--- config.mk ---
export PLATFORM = sky130hd
export DESIGN_NAME = vert_ucode_quicksort_fetch
export DESIGN_NICKNAME = d
export VERILOG_FILES = /design/src/rtl/vert_ucode_quicksort_fetch.sv
export SDC_FILE = /design/constraint.sdc
export NUM_CORES = 1
export LEC_CHECK = 0
export CAP_MARGIN = 10
export CORE_MARGIN = 2
export CORE_UTILIZATION = 55
export DETAILED_ROUTE_END_ITERATION = 10
export MAX_ROUTING_LAYER = met4
export PLACE_DENSITY = 0.94
export SYNTH_ARGS = -nofsm -noshare
export SYNTH_HDL_FRONTEND = slang
export SYNTH_SLANG_ARGS = --single-unit
--- constraint.sdc ---
create_clock -name clk -period 5.35 [get_ports clk]
set_input_delay 0.535 -clock clk [delete_from_list [all_inputs] [get_ports clk]]
set_output_delay 0.535 -clock clk [all_outputs]
set_load 0.01 [all_outputs]
--- src/rtl/vert_ucode_quicksort_fetch.sv ---
// ---------------------------------------------------------------------------
// vert_ucode_quicksort_fetch
//
// Microcode fetch stage for the vertical-microcode quicksort engine. It sits
// directly upstream of instruction decode. The block owns the PC, issues
// reads to the synchronous ucode ROM, and buffers the returned instructions
// in a 2-entry skid FIFO. Decode receives them over a valid/ready handshake.
// Execute can redirect the PC (taken JCC, CALL, RET). A redirect squashes
// every wrong-path fetch.
//
// Parameters
//   PC_W      PC / ROM address width
//   INST_W    instruction width
//   RESET_PC  PC loaded at reset
//
// Ports
//   clk           in   clock, sole clock domain
//   rst           in   synchronous active-high reset
//   fetch_en      in   permit new ROM reads; low = drain in-flight only
//   rom_en        out  ROM read strobe
//   rom_addr      out  ROM read address (current PC)
//   rom_rdata     in   ROM data, valid the cycle after rom_en
//   redirect_vld  in   taken control transfer from execute
//   redirect_pc   in   redirect target
//   fetch_vld     out  instruction available to decode (FIFO head valid)
//   fetch_inst    out  instruction at FIFO head
//   fetch_pc      out  PC of fetch_inst
//   fetch_rdy     in   decode accepts the head this cycle
// ---------------------------------------------------------------------------
module vert_ucode_quicksort_fetch #(
  parameter int              PC_W     = 8,
  parameter int              INST_W   = 16,
  parameter logic [PC_W-1:0] RESET_PC = '0
) (
  input  logic              clk,
  input  logic              rst,
  input  logic              fetch_en,
  output logic              rom_en,
  output logic [PC_W-1:0]   rom_addr,
  input  logic [INST_W-1:0] rom_rdata,
  input  logic              redirect_vld,
  input  logic [PC_W-1:0]   redirect_pc,
  output logic              fetch_vld,
  output logic [INST_W-1:0] fetch_inst,
  output logic [PC_W-1:0]   fetch_pc,
  input  logic              fetch_rdy
);

  // RUN: normal operation. FLUSH: the cycle after a redirect. Any ROM data
  // seen in FLUSH belongs to the old path and is ignored.
  typedef enum logic {
    ST_RUN   = 1'b0,
    ST_FLUSH = 1'b1
  } state_t;

  localparam logic [PC_W-1:0] PC_ONE = {{(PC_W-1){1'b0}}, 1'b1};

  state_t            state_q,       state_d;
  logic [PC_W-1:0]   pc_q,          pc_d;
  logic              inflight_q,    inflight_d;
  logic [PC_W-1:0]   inflight_pc_q, inflight_pc_d;
  logic [1:0]        count_q,       count_d;
  logic [INST_W-1:0] inst0_q,       inst0_d;
  logic [PC_W-1:0]   pc0_q,         pc0_d;
  logic [INST_W-1:0] inst1_q,       inst1_d;
  logic [PC_W-1:0]   pc1_q,         pc1_d;

  logic              pop;
  logic              push;
  logic              issue;
  logic [2:0]        occupancy;
  logic [2:0]        credit_limit;

  // Handshake and credit accounting. The credit check counts every entry
  // the FIFO will hold once the in-flight read lands. An entry popped this
  // cycle frees its slot immediately, so streaming reaches 1 inst/cycle.
  always_comb begin
    pop          = (count_q != 2'd0) && fetch_rdy;
    push         = inflight_q && (state_q == ST_RUN);
    occupancy    = {1'b0, count_q} + {2'b00, inflight_q};
    credit_limit = 3'd2 + {2'b00, pop};
    issue        = !rst && fetch_en && !redirect_vld && (occupancy < credit_limit);
  end

  // Next-state logic for the PC, the in-flight tracker, the FIFO and the
  // FSM. A redirect overrides everything: it empties the FIFO, forgets the
  // pending read and loads the target PC. Any handshake in the same cycle
  // is void, so the FIFO head is not popped.
  always_comb begin
    state_d       = state_q;
    pc_d          = pc_q;
    inflight_d    = inflight_q;
    inflight_pc_d = inflight_pc_q;
    count_d       = count_q;
    inst0_d       = inst0_q;
    pc0_d         = pc0_q;
    inst1_d       = inst1_q;
    pc1_d         = pc1_q;

    if (redirect_vld) begin
      state_d    = ST_FLUSH;
      pc_d       = redirect_pc;
      inflight_d = 1'b0;
      count_d    = 2'd0;
    end else begin
      state_d    = ST_RUN;
      inflight_d = issue;
      if (issue) begin
        inflight_pc_d = pc_q;
        pc_d          = pc_q + PC_ONE;
      end

      // Shift FIFO: entry 0 is always the head, so the outputs come
      // straight from flops.
      unique case ({push, pop})
        2'b11: begin
          if (count_q == 2'd2) begin
            inst0_d = inst1_q;
            pc0_d   = pc1_q;
            inst1_d = rom_rdata;
            pc1_d   = inflight_pc_q;
          end else begin
            inst0_d = rom_rdata;
            pc0_d   = inflight_pc_q;
          end
        end
        2'b10: begin
          if (count_q == 2'd0) begin
            inst0_d = rom_rdata;
            pc0_d   = inflight_pc_q;
          end else begin
            inst1_d = rom_rdata;
            pc1_d   = inflight_pc_q;
          end
          count_d = count_q + 2'd1;
        end
        2'b01: begin
          inst0_d = inst1_q;
          pc0_d   = pc1_q;
          count_d = count_q - 2'd1;
        end
        default: begin
          count_d = count_q;
        end
      endcase
    end
  end

  // Control state. Reset also discards any read in flight, so its data is
  // never pushed.
  always_ff @(posedge clk) begin
    if (rst) begin
      state_q    <= ST_RUN;
      pc_q       <= RESET_PC;
      inflight_q <= 1'b0;
      count_q    <= 2'd0;
    end else begin
      state_q    <= state_d;
      pc_q       <= pc_d;
      inflight_q <= inflight_d;
      count_q    <= count_d;
    end
  end

  // Datapath storage. These registers are only meaningful while the
  // control state marks them valid, so they do not need a reset.
  always_ff @(posedge clk) begin
    inflight_pc_q <= inflight_pc_d;
    inst0_q       <= inst0_d;
    pc0_q         <= pc0_d;
    inst1_q       <= inst1_d;
    pc1_q         <= pc1_d;
  end

  assign rom_en     = issue;
  assign rom_addr   = pc_q;
  assign fetch_vld  = (count_q != 2'd0);
  assign fetch_inst = inst0_q;
  assign fetch_pc   = pc0_q;

  // The credit rule guarantees that a full FIFO only accepts a push while it
  // is popping.
  a_no_overflow: assert property (@(posedge clk) disable iff (rst)
    (push && !redirect_vld && (count_q == 2'd2)) |-> pop);

  a_credit_bound: assert property (@(posedge clk) disable iff (rst)
    ({1'b0, count_q} + {2'b00, inflight_q}) <= 3'd2);

  // A presented instruction must hold until it is accepted or squashed.
  a_hold_stable: assert property (@(posedge clk) disable iff (rst)
    (fetch_vld && !fetch_rdy && !redirect_vld) |=>
      (fetch_vld && $stable(fetch_inst) && $stable(fetch_pc)));

endmodule

Word level (Yosys, flattened, before mapping) --
Index checks and enable logic that the tools add are counted.
Word-level totals: flip-flop bits (word level) 68, output and inout bits 34, logic and storage cells 57
Cells by class: $add $sub $neg 5, order comparisons 1, mux-type cells 16, bitwise operators 2, equal/unequal tests 7, reduce and logical (&&, ||, !) cells 17
Operator list (count):
- $mux 16 | 4
- $mux 8 | 6
- $pmux 16 s3 | 1
- $pmux 16 s2 | 1
- $pmux 8 s3 | 1
- $pmux 8 s2 | 1
- $add 8x1->8 const B | 1
- $reduce_bool 2->1 | 4
- $eq 2x2->1 const B | 3
- $ne 2x2->1 const B | 3
- $logic_and 1x1->1 | 5
- $pmux 2 s2 | 1
- $reduce_and 4->1 | 1
- $add 2x1->3 | 1
- $add 2x1->3 const A | 1
- $lt 3x3->1 | 1
- $reduce_and 3->1 | 1
- $reduce_bool 3->1 | 1
- $add 2x1->2 const B | 1
- $eq 2x1->1 const B | 1
- $logic_not 1->1 | 2
- $logic_not 2->1 | 1
- $not 1->1 | 2
- $reduce_and 2->1 | 1
- 3 further kinds | 3

Depth between registers and ports, before layout --
Gate-level depths: netlist of the first run.
word-level depth 7, depth in mapped cells 8, gate-level depth less buffers 7

Least setup slack after synthesis of the first run --
No wires, ideal clock.
path kind input to register, from input port fetch_rdy, to register inst1_q[0] (enable), data arrival time 2.814 ns, cell stages on the path 6, slack 2.100 ns, setup time 0.435 ns, buffers on the path 1, cells stage by stage o21ai_2 -> ha_1 -> clkbuf_1 -> a21oi_1 -> nor2_1 -> nor3_1
On the way: word-level cells in the longest chain between the ends 4
RTL lines:
- start: declaration | RTL line 46 | input logic fetch_rdy
- $logic_and 1x1->1 (*) | RTL line 78 | pop = (count_q != 2'd0) && fetch_rdy;
- $eq 2x2->1 | RTL line 115 | unique case ({push, pop})
- $ne 2x2->1 (no line) or $reduce_bool 2->1 (tied branches)
- $reduce_and 4->1 (no line) (*)
- end signal: assignment | RTL line 171 | inst1_q <= inst1_d;
- end: declaration | RTL line 65 | logic [INST_W-1:0] inst1_q, inst1_d;
Every way passes the cells marked *; elsewhere a longest branch is shown, timed or not. A chain may end at the register's enable or synchronous reset.

Worst setup path in the final report of the first run --
from input port redirect_vld, to output port rom_en
On the way: word-level cells in the longest chain between the ends 3
RTL lines:
- start: declaration | RTL line 41 | input logic redirect_vld,
- $logic_not 1->1 | RTL line 82 | issue = !rst && fetch_en && !redirect_vld && (occupancy < credit_limit);
- $logic_and 1x1->1 (2 in a row) | RTL line 82
- end: declaration | RTL line 38 | output logic rom_en,
Every way passes these cells.

==> metrics.md, run 1 <==
| Metric | Value |
|---|---|
| X dimension of the die | `78.64 µm` |
| Diodes inserted | `0` |
| Fraction of synthesized cell area taken by the top area cell type | `54.88%` |
| Maximum number of pins on one net before global-route repair | `51` |
| Nature of the critical path endpoint | `output pin` |
| Run status | `completed` |
| Placed Instance Area | `0.003724 mm²` |
| Area enclosed by the die boundary | `0.006184 mm²` |
| Residual DRC count | `0` |
| Cell type with the largest total area after synthesis | `sky130_fd_sc_hd__edfxtp_1` |
| Logic gate share of total power | `9.5%` |
| CTS root buf | `sky130_fd_sc_hd__clkbuf_8` |
| Part of the power in registers | `56.8%` |
| Number of sinks on the clock net | `68` |
| Iteration-0 DRC count of the detailed router | `237` |
| Critical Path Start | `redirect_vld` |
| Leakage power | `1.333 nW` |
| Number of top-level pins | `63` |
| Sequential share of the synthesized area | `62.72%` |
| Layout overhead on the synthesized area | `26.87%` |
| Terminus of the critical flop-to-flop path | `pc1_q[3]` |
| Hold Violations, Final | `0` |
| Weighted congestion at the end of routability-driven global placement | `0.9171` |
| Switching component of the power | `0.0002384 W` |
| Count of cell types in the netlist | `35` |
| Area of all placed cells without fillers | `0.003887 mm²` |
| Effective utilization at floorplan | `56.34%` |
| HPWL after detailed placement | `4.442 mm` |
| Average footprint of a synthesized cell | `11.61 µm²` |
| WP data required | `4.82 ns` |
| Post-Syn Instances | `264` |
| Startpoint-to-endpoint class of the critical path | `input port to output pin` |
| Number of nets in the final layout | `353` |
| Yosys Warn Count | `0` |
| Count of vias placed by the detailed router | `2482` |
| Power per unit of standard cell area | `272.3 mW/mm²` |
| Later-pin clock latency in the skew report | `0.34 ns` |
| Reg2Reg Depth | `6` |
| Delay of the slowest cell on the worst path | `0.65 ns` |
| Max Clock Freq | `320.7 MHz` |
| Max_cap viols | `0` |
| Post-route setup TNS | `0 ns` |
| Max-slew headroom at the worst pin | `35.36%` |
| Routed vias/inst | `6.284` |
| Final Max Tran Viols | `0` |
| Class of the most critical hold timing path | `flip-flop to flip-flop` |
| IO Port Bufs | `62` |
| Arrival time of the worst setup path | `2.58 ns` |
| Max H-tree Level | `3` |
| Flip-flop and latch count after synthesis | `68` |
| Period utilization | `58.29%` |
| All-Layer GR Usage | `23.74%` |
| Number of rows in the core area | `27` |
| Max FO, Critical Path | `14` |
| Tmin final | `3.118 ns` |
| Highest-delay cell along the critical path | `sky130_fd_sc_hd__clkdlybuf4s50_1` |
| Fraction of power spent switching nets | `22.52%` |
| Fin Clk Skew | `0.007862 ns` |
| Global-route wire length before repair | `10.89 mm` |
| Kind of start point of the critical path | `input port` |
| Number of buffers between clock root and the deepest sink | `2` |
| Post-CTS setup buffer count | `0` |
| Total Power | `0.001059 W` |
| Largest cells by area after synthesis | `sky130_fd_sc_hd__edfxtp_1 (55%), sky130_fd_sc_hd__dfxtp_1 (7.8%), sky130_fd_sc_hd__a221oi_1 (6.9%), sky130_fd_sc_hd__nand2_1 (6.6%), sky130_fd_sc_hd__a31oi_1 (4.9%)` |
| Crit path capture | `rom_en` |
| Number of gates resized after cts | `0` |
| Clock power frac | `33.8%` |
| Reg-to-reg setup timing slack | `2.91 ns` |
| Inserted Clock Buffers | `9` |
| Launch instance of the worst register-to-register path | `count_q[0]` |
| Clock transition at the registers of the reported paths | `0.07 ns` |
| CTS Hold Bufs | `0` |
| Critical Path, Cell by Cell | `clkdlybuf4s50_1 -> nor2_1 -> nand3b_1 -> nor2_1 -> clkdlybuf4s50_1` |
| Setup violations, final | `0` |
| Standard cell core area | `0.005439 mm²` |
| Number of antenna-violating nets in the routed design | `0` |
| Internal power summed over all cells | `0.0008202 W` |
| Initial antenna violation count | `0` |
| TritonCTS clock tree | `yes` |
| Mapped Area | `0.003064 mm²` |
| Worst ir drop on vdd | `0.0001336 V` |
| Pin slew with the least headroom to its limit | `0.9696 ns` |
| Height of the die | `78.64 µm` |
| Wire per inst | `17.32 µm` |
| RSZ-0062 raised after global routing | `no` |
| GRT overflow | `0` |
| Via count of the first global-routing pass | `2291` |
| Drt total wl | `6.840 mm` |
| Router iterations before antenna repair | `5` |
| Layout cells sized above 1 | `5.882%` |
| Syn_nets | `299` |
-- registers in the layout, indices dropped and copies added, names as in the netlist --
signal	count
count_q	2
fetch_inst	16
fetch_pc	8
inflight_pc_q	8
inflight_q	1
inst1_q	16
pc1_q	8
rom_addr	8
state_q	1
-- per-layer routing --
layer  vias to the layer above  share of wire [%]  global-route usage (%)  wire (µm)
li1                       1140                  -                       -          -
met1                      1166                 40                   29.06       2717
met2                       152                 49                   36.24       3353
met3                        24                8.3                   4.483        569
met4                         0                2.9                   15.44        200
met5                         -                  0                       -          0
-- Yosys cell counts --
cell and count:
sky130_fd_sc_hd__a31oi_1 24, sky130_fd_sc_hd__or2_2 1, sky130_fd_sc_hd__a211oi_1 1, sky130_fd_sc_hd__edfxtp_1 56, sky130_fd_sc_hd__nand3_1 2, sky130_fd_sc_hd__xnor2_1 2
sky130_fd_sc_hd__dfxtp_1 12, sky130_fd_sc_hd__nand2_1 54, sky130_fd_sc_hd__and2b_1 1, sky130_fd_sc_hd__xor2_1 1, sky130_fd_sc_hd__or3_1 2, sky130_fd_sc_hd__nor4b_1 1
sky130_fd_sc_hd__ha_1 6, sky130_fd_sc_hd__or4_1 5, sky130_fd_sc_hd__o21ai_2 1, sky130_fd_sc_hd__nand4b_1 1, sky130_fd_sc_hd__nand2b_1 2, sky130_fd_sc_hd__nand4_1 4
sky130_fd_sc_hd__and4_1 1, sky130_fd_sc_hd__a2111oi_0 1, sky130_fd_sc_hd__nor3_1 4, sky130_fd_sc_hd__o31ai_1 2, sky130_fd_sc_hd__a41oi_1 3, sky130_fd_sc_hd__nand3b_1 1
sky130_fd_sc_hd__a21oi_1 2, sky130_fd_sc_hd__inv_1 5, sky130_fd_sc_hd__nor2_1 11, sky130_fd_sc_hd__o21a_4 1, sky130_fd_sc_hd__o21ai_0 3, sky130_fd_sc_hd__buf_1 1
sky130_fd_sc_hd__a221oi_1 24, sky130_fd_sc_hd__a311oi_1 4, sky130_fd_sc_hd__clkbuf_1 21, sky130_fd_sc_hd__and3_1 1, sky130_fd_sc_hd__o211ai_1 3
-- power groups by stage --
stage               Combinational [W]  Sequential [W]  Clock (W)
global placement            0.0000946        0.000611          0
global route                 0.000109        0.000602   0.000379
CTS                         0.0000997        0.000601   0.000363
finish                       0.000100        0.000601   0.000358
floorplan                   0.0000434        0.000613          0
detailed placement          0.0000990        0.000612          0
-- metrics by stage --
step | utilization (%) | hold WS [ns] | worst slack (ns) | std cells
2_1_floorplan | - | 0.4509 | 2.100 | 264
3_5_place_dp | 68.46 | 0.4722 | 2.266 | 379
6_report | 71.47 | 0.4857 | 2.232 | 395
4_1_cts | 71.47 | 0.4895 | 2.254 | 395
3_3_place_gp | 68.46 | 0.4602 | 2.405 | 379
5_1_grt | 71.47 | 0.5060 | 2.094 | 395
-- how the worst min path moves through the flow --
stage | startpoint | endpoint | slack, ns | depth (start not counted)
2_1_floorplan | inflight_pc_q[0] | pc1_q[0] | 0.45 | 0
3_3_place_gp | inflight_pc_q[1] | pc1_q[1] | 0.46 | 0
3_5_place_dp | inflight_pc_q[6] | pc1_q[6] | 0.47 | 0
4_1_cts | inflight_pc_q[3] | pc1_q[3] | 0.49 | 0
5_1_grt | inflight_pc_q[0] | pc1_q[0] | 0.51 | 0
6_report | inflight_pc_q[0] | pc1_q[0] | 0.49 | 0
-- logic make-up (layout without fill, tap and decap cells) --
logic type                 count (synthesis)  in the layout  synth area share [%]
buffers and inverters                     27             86                 3.308
adders and majority gates                  6              6                 2.450
AOI/OAI and AO/OA                         69             69                 17.11
DFF                                       68             68                 62.72
and+or+nand+nor                           91             91                 13.56
xor gates and xnor gates                   3              3                0.8576
-- cell type report --
class,instances,area (µm²)
repair buffers,65,643.1
fillers,369,1551
clock buffers,14,152.6
flip-flops and latches,68,1922
inverters,5,18.77
multi-input cells,169,1050
well taps,72,90.09
clock inverters,2,11.26
-- worst max-delay path, delay by kind of cell --
family,cells,cell delay (ns)
buffers and inverters,2,1.21
and+or+nand+nor,3,0.83
-- cell usage in the layout (no fill, tap or decap), types with 2 or more instances in the layout --
master and count:
sky130_fd_sc_hd__clkdlybuf4s50_1 62, sky130_fd_sc_hd__edfxtp_1 56, sky130_fd_sc_hd__nand2_1 54, sky130_fd_sc_hd__a221oi_1 24, sky130_fd_sc_hd__a31oi_1 24, sky130_fd_sc_hd__dfxtp_1 12
sky130_fd_sc_hd__nor2_1 11, sky130_fd_sc_hd__clkbuf_8 10, sky130_fd_sc_hd__ha_1 6, sky130_fd_sc_hd__inv_1 5, sky130_fd_sc_hd__or4_1 5, sky130_fd_sc_hd__nand4_1 4
sky130_fd_sc_hd__a311oi_1 4, sky130_fd_sc_hd__clkbuf_1 4, sky130_fd_sc_hd__o211ai_1 3, sky130_fd_sc_hd__o21ai_0 3, sky130_fd_sc_hd__a41oi_1 3, sky130_fd_sc_hd__nor3_1 3
sky130_fd_sc_hd__buf_4 3, sky130_fd_sc_hd__nand2b_1 2, sky130_fd_sc_hd__nand3_1 2, sky130_fd_sc_hd__o31ai_1 2, sky130_fd_sc_hd__xnor2_1 2, sky130_fd_sc_hd__or3_1 2
No activity file was read; power rests on OpenSTA's default activity.
==> inputs of run 2 (changes only) <==
- CORE_UTILIZATION: 55 -> 51
- PLACE_DENSITY: 0.94 -> 0.89
- clock period: 5.35 -> 3.1 ns (I/O delays scaled with it)
==> run 2 against run 1 <==
Against the previous run:
- worst hold slack got worse by 0.0021 ns
- register-to-register slack got worse by 2.1 ns
- sequential power up 73%
- cell count up 2.5%
- sequential share of layout area down 1.3 points
- clock power up 110%
- die area is 7.4% higher
- largest power group unchanged
==> metrics.md, run 2 (synthesis gave the netlist of run 1 again) <==
| Metric | Value |
|---|---|
| Run status | `completed` |
| TritonCTS clock tree | `yes` |
| RSZ-0062 raised after global routing | `no` |
| IO Port Bufs | `62 (unchanged)` |
| Max Clock Freq | `407.9 MHz` |
| Met2 routing resource usage after global routing | `39.51% (+3.3 points)` |
| HPWL after detailed placement | `4.594 mm (+3.4%)` |
| Placed cell count | `389 (+2.6%)` |
| Reg-to-reg setup timing slack | `0.83 ns (-2.08 ns)` |
| Hold Violations, Final | `0 (unchanged)` |
| Inserted Clock Buffers | `9 (unchanged)` |
| Worst ir drop on vdd | `0.0003408 V (+160%)` |
| GR Util met1 | `27.37% (-1.7 points)` |
| Arrival time of the worst setup path | `2.14 ns (-0.44 ns)` |
| Leakage power | `1.398 nW (+4.9%)` |
| Min Hold Slack | `0.4836 ns (-0.002137 ns)` |
| Kind of start point of the critical path | `flip-flop` |
| Layout cells sized above 1 | `8.485% (+2.6 points)` |
| Standard cell core area | `0.005851 mm² (+7.6%)` |
| Number of rows in the core area | `28 (+3.7%)` |
| Via count of the first global-routing pass | `2387 (+4.2%)` |
| Post-CTS setup buffer count | `0 (unchanged)` |
| Highest-delay cell along the critical path | `sky130_fd_sc_hd__clkdlybuf4s50_1` |
| Wire per inst | `17.54 µm (+1.3%)` |
| Later-pin clock latency in the skew report | `0.33 ns (about the same)` |
| Post-route setup TNS | `0 ns (unchanged)` |
| Effective utilization at floorplan | `52.37% (-4.0 points)` |
| GRT overflow | `0 (unchanged)` |
| CTS root buf | `sky130_fd_sc_hd__clkbuf_8` |
| Most common library cell in the layout ignoring fill and taps | `sky130_fd_sc_hd__clkdlybuf4s50_1` |
| Setup violations, final | `0 (unchanged)` |
| Max-slew headroom at the worst pin | `35.74% (+0.38 points)` |
| Number of gates resized after cts | `0 (unchanged)` |
| Number of sinks on the clock net | `68 (unchanged)` |
| X dimension of the die | `81.51 µm (+3.6%)` |
| Nature of the critical path endpoint | `output pin` |
| Weighted congestion at the end of routability-driven global placement | `0.8503 (-7.3%)` |
| Fin Clk Skew | `0.01057 ns (+0.002705 ns)` |
| Global-route wire length before repair | `11.28 mm (+3.6%)` |
| Maximum number of pins on one net before global-route repair | `50 (-2.0%)` |
| Diodes inserted | `0 (unchanged)` |
| Finished Layout Cells | `405 (+2.5%)` |
| Layout overhead on the synthesized area | `30.26%` |
| Number of top-level pins | `63 (unchanged)` |
| Drt total wl | `7.102 mm (+3.8%)` |
| Number of antenna-violating nets in the routed design | `0 (unchanged)` |
| Pin slew with the least headroom to its limit | `0.9639 ns (-0.005665 ns)` |
| Max H-tree Level | `3 (unchanged)` |
| Area enclosed by the die boundary | `0.006644 mm² (+7.4%)` |
| Routed vias/inst | `6.099 (-2.9%)` |
| Class of the most critical hold timing path | `flip-flop to flip-flop` |
| Max_cap viols | `0 (unchanged)` |
| Power per unit of standard cell area | `492.0 mW/mm² (+81%)` |
| All-Layer GR Usage | `23.28% (-0.47 points)` |
| Router iterations before antenna repair | `4 (-1)` |
| Most frequent CP cell | `sky130_fd_sc_hd__ha_1` |
| Count of vias placed by the detailed router | `2470 (-0.48%)` |
| Clock transition at the registers of the reported paths | `0.07 ns (about the same)` |
| Initial antenna violation count | `0 (unchanged)` |
| Tmin final | `2.452 ns` |
| Period utilization | `79.09%` |
| Startpoint-to-endpoint class of the critical path | `flip-flop to output pin` |
| CTS Hold Bufs | `0 (unchanged)` |
| Leading cell types in the layout, fill and taps excluded | `sky130_fd_sc_hd__clkdlybuf4s50_1 (62), sky130_fd_sc_hd__edfxtp_1 (56), sky130_fd_sc_hd__nand2_1 (54)` |
| Height of the die | `81.51 µm (+3.6%)` |
| Critical Path, Cell by Cell | `ha_1 -> ha_1 -> o21a_4 -> nor2_1 -> clkdlybuf4s50_1` |
| WP data required | `2.79 ns (-2.03 ns)` |
| Final Max Tran Viols | `0 (unchanged)` |
| Delay of the slowest cell on the worst path | `0.55 ns (-0.10 ns)` |
| Residual DRC count | `0 (unchanged)` |
| Max FO, Critical Path | `18 (+4)` |
| Number of nets in the final layout | `360 (+2.0%)` |
| Fin util | `68.22% (-3.3 points)` |
| Iteration-0 DRC count of the detailed router | `177 (-25%)` |
| Most crowded layer after global routing | `met2` |
| Met3 track demand over resource | `3.626% (-0.86 points)` |
| Number of buffers between clock root and the deepest sink | `2 (unchanged)` |
-- run 2: cell types whose count changed in the layout (fill, tap and decap cells not counted) --
cell | previous run | this run
sky130_fd_sc_hd__buf_4 | 3 | 10
sky130_fd_sc_hd__bufinv_16 | 0 | 2
sky130_fd_sc_hd__clkbuf_1 | 4 | 0
sky130_fd_sc_hd__clkbuf_8 | 10 | 9
sky130_fd_sc_hd__clkinv_1 | 1 | 3
sky130_fd_sc_hd__clkinv_2 | 0 | 2
sky130_fd_sc_hd__clkinvlp_4 | 1 | 0
sky130_fd_sc_hd__nor3_2 | 1 | 0
sky130_fd_sc_hd__nor3_4 | 0 | 1
-- run 2: metrics by stage --
| stage | total power, W | instance area, µm² | setup WS [ns] |
|---|---|---|---|
| after floorplan | 0.001134 | 3069 | 0.6060 |
| after global placement | 0.001226 | 3786 | 0.7466 |
| after detailed placement | 0.001232 | 3786 | 0.6516 |
| after CTS | 0.001977 | 3991 | 0.6287 |
| after global routing | 0.002033 | 3991 | 0.5413 |
| final | 0.001964 | 3991 | 0.6482 |
-- run 2: final cells by class --
| type | instances | area (µm²) |
|---|---|---|
| Multi-Input combinational cell | 169 | 1056 |
| Clock buffer | 9 | 123.9 |
| Tap cell | 75 | 93.84 |
| Inverter | 5 | 18.77 |
| Timing Repair Buffer | 72 | 695.7 |
| Fill cell | 447 | 1859 |
| Sequential cell | 68 | 1922 |
| Clock inverter | 7 | 81.33 |
-- run 2: critical path: cells and delay by family (launching register included) --
family                     cells  cell delay (ns)
buffers and inverters          1             0.55
DFF                            1             0.50
adders and majority gates      2             0.45
AOI/OAI and AO/OA              1             0.19
and+or+nand+nor                1             0.12
-- run 2: metal layers --
metal  vias up  routed length (µm)
met5         -                   0
met4         0                 148
met3        14                 458
met2       140                3799
met1      1160                2694
li1       1156                   -
-- run 2: worst paths after layout --
path	startpoint	end	cells past startpoint
hold / removal	inflight_pc_q[0]	pc1_q[0]	0
setup reg to reg	count_q[0]	fetch_pc[4]	5
hold reg to reg	inflight_pc_q[0]	pc1_q[0]	0
setup / recovery	count_q[0]	rom_en	5
-- run 2: power breakdown --
group,internal (W),switching [W]
clock network,0.000442,0.000307
logic,0.0000916,0.0000859
registers,0.00102,0.0000202
total,0.00155,0.000413
==> inputs of run 3 (changes only) <==
- clock period: 3.1 -> 2.37 ns (I/O delays scaled with it)
==> run 3 against run 2 <==
Against the previous run:
- register-to-register slack got worse by 0.43 ns
- count of clock-buffer cells in the layout rose by 2
- design area fell by 0.50%
- die area did not move
- via count rose by 1.6%
- largest power group unchanged
==> metrics.md, run 3 (synthesis gave the netlist of run 1 again) <==
| Metric | Value |
|---|---|
| Number of nets in the final layout | `363 (+0.83%)` |
| Layout cells sized above 1 | `9.036% (+0.55 points)` |
| Worst ir drop on vdd | `0.0002939 V (-14%)` |
| Reg2Reg Depth | `6 (+1)` |
| Number of gates resized after cts | `0 (unchanged)` |
| Leakage power | `1.392 nW (-0.42%)` |
| Run status | `completed` |
| Nature of the critical path endpoint | `output pin` |
| TritonCTS clock tree | `yes` |
| HPWL after detailed placement | `4.658 mm (+1.4%)` |
| X dimension of the die | `81.51 µm (unchanged)` |
| Worst hold path depth | `3 (+3)` |
| Startpoint-to-endpoint class of the critical path | `flip-flop to output pin` |
| Met2 WL post-DR | `3.617 mm (-4.8%)` |
| Origin of the worst min-delay path | `redirect_pc[3]` |
| Pin slew with the least headroom to its limit | `0.4805 ns (-0.4834 ns)` |
| IO Port Bufs | `62 (unchanged)` |
| Standard cell core area | `0.005851 mm² (unchanged)` |
| Class of the most critical hold timing path | `input port to flip-flop` |
| Delay of the slowest cell on the worst path | `0.54 ns (about the same)` |
| Buffers plus inverters on the worst setup path | `1 (unchanged)` |
| Wire per inst | `17.06 µm (-2.7%)` |
| WP data required | `2.13 ns (-0.66 ns)` |
| Hold Violations, Final | `0 (unchanged)` |
| Fin Clk Skew | `0.008981 ns (-0.001586 ns)` |
| Power per unit of standard cell area | `592.8 mW/mm² (+20%)` |
| Max Clock Freq | `443.9 MHz` |
| Iteration-0 DRC count of the detailed router | `263 (+49%)` |
| Inserted Clock Buffers | `9 (unchanged)` |
| Kind of start point of the critical path | `flip-flop` |
| Router iterations before antenna repair | `6 (+2)` |
| Post-CTS setup buffer count | `0 (unchanged)` |
| Highest-delay cell along the critical path | `sky130_fd_sc_hd__clkdlybuf4s50_1` |
| CP delay by family, top | `buffers and inverters` |
| Fin util | `67.88% (-0.34 points)` |
| Final Max Tran Viols | `0 (unchanged)` |
| Drt total wl | `6.945 mm (-2.2%)` |
| CTS Hold Bufs | `0 (unchanged)` |
| Max H-tree Level | `3 (unchanged)` |
| Residual DRC count | `0 (unchanged)` |
| Number of buffers between clock root and the deepest sink | `2 (unchanged)` |
| Routed met1 length | `2.598 mm (-3.6%)` |
| Setup violations, final | `0 (unchanged)` |
| Weighted congestion at the end of routability-driven global placement | `0.8751 (+2.9%)` |
| Arrival time of the worst setup path | `2.02 ns (-0.12 ns)` |
| Most frequent CP cell | `sky130_fd_sc_hd__ha_1` |
| Layout overhead on the synthesized area | `29.60%` |
| Effective utilization at floorplan | `52.37% (unchanged)` |
| Diodes inserted | `0 (unchanged)` |
| Terminus of the critical flop-to-flop path | `rom_addr[5]` |
| Critical Path, Cell by Cell | `ha_1 -> ha_1 -> o21a_4 -> nor2_1 -> clkdlybuf4s50_1` |
| Height of the die | `81.51 µm (unchanged)` |
| Routed vias/inst | `6.165 (+1.1%)` |
| Min Hold Slack | `0.4783 ns (-0.005224 ns)` |
| Area enclosed by the die boundary | `0.006644 mm² (unchanged)` |
| Filler cell count in the final layout | `423 (-5.4%)` |
| GRT overflow | `0 (unchanged)` |
| Via count of the first global-routing pass | `2357 (-1.3%)` |
| Initial antenna violation count | `0 (unchanged)` |
| Clock transition at the registers of the reported paths | `0.07 ns (about the same)` |
| Leading cell types in the layout, fill and taps excluded | `sky130_fd_sc_hd__clkdlybuf4s50_1 (62), sky130_fd_sc_hd__edfxtp_1 (56), sky130_fd_sc_hd__nand2_1 (54)` |
| Highest routed layer | `met4` |
| Routed wire length on met3 | `598 µm (+31%)` |
| Later-pin clock latency in the skew report | `0.34 ns (about the same)` |
| Number of rows in the core area | `28 (unchanged)` |
| All-Layer GR Usage | `23.31% (+0.028 points)` |
| RSZ-0062 raised after global routing | `no` |
| Max_cap viols | `0 (unchanged)` |
| End of the worst hold path | `rom_addr[3]` |
| Period utilization | `95.05%` |
| Max FO, Critical Path | `18 (unchanged)` |
| Count of vias placed by the detailed router | `2509 (+1.6%)` |
| Number of antenna-violating nets in the routed design | `0 (unchanged)` |
| Area of the multi-input gates | `0.001056 mm² (unchanged)` |
| Number of sinks on the clock net | `68 (unchanged)` |
| Maximum number of pins on one net before global-route repair | `51 (+2.0%)` |
| Area of all sequential standard cells | `0.001923 mm² (about the same)` |
| Global-route wire length before repair | `11.18 mm (-0.91%)` |
| Reg-to-reg setup timing slack | `0.40 ns (-0.43 ns)` |
| CTS root buf | `sky130_fd_sc_hd__clkbuf_8` |
| Launch instance of the worst register-to-register path | `count_q[0]` |
| Number of top-level pins | `63 (unchanged)` |
| Max-slew headroom at the worst pin | `67.63% (+32 points)` |
| Tmin final | `2.253 ns` |
| Most common library cell in the layout ignoring fill and taps | `sky130_fd_sc_hd__clkdlybuf4s50_1` |
| Post-route setup TNS | `0 ns (unchanged)` |
## run 3: metal layers
layer | up-vias | global-route usage (%)
met2 | 143 | 38.36
met4 | 0 | 11.02
met5 | - | -
li1 | 1168 | -
met3 | 17 | 5.495
met1 | 1181 | 27.03
## run 3: power by group
group          switching, W  internal, W  leakage (nW)
Combinational      0.000113     0.000123         0.702
Sequential        0.0000272      0.00133         0.612
Clock              0.000397     0.000363        0.0780
Total              0.000537      0.00182          1.39
## run 3: per-stage QoR
step	area [µm²]	worst slack [ns]	instances	power, W
2_1_floorplan	3079	0.2064	264	0.001484
3_3_place_gp	3821	0.3836	392	0.001606
3_5_place_dp	3821	0.2763	392	0.001617
4_1_cts	3970	0.04075	407	0.002371
5_1_grt	3971	0.02639	407	0.002451
6_report	3971	0.1173	407	0.002354
## run 3: how the worst max path moves through the flow
stage | start | to | cells past startpoint
global route | count_q[0] | rom_en | 5
floorplan | count_q[0] | inst1_q[0] | 5
detailed placement | fetch_rdy | fetch_inst[15] | 7
global placement | fetch_rdy | rom_en | 5
finish | count_q[0] | rom_en | 5
CTS | count_q[0] | rom_en | 5
## run 3: tightest hold or removal path, cell delays in order
cell and delay (ns):
sky130_fd_sc_hd__clkdlybuf4s50_1 0.39, sky130_fd_sc_hd__nor2_1 0.09, sky130_fd_sc_hd__a311oi_1 0.05
## run 3: area by class of cell
| type | instances | area share [%] |
|---|---|---|
| Sequential cell | 68 | 48.42 |
| Multi-Input combinational cell | 169 | 26.59 |
| Inverter | 5 | 0.4726 |
| Timing Repair Buffer | 75 | 18.40 |
| Clock inverter | 4 | 0.4411 |
| Tap cell | 75 | 2.363 |
| Clock buffer | 11 | 3.308 |
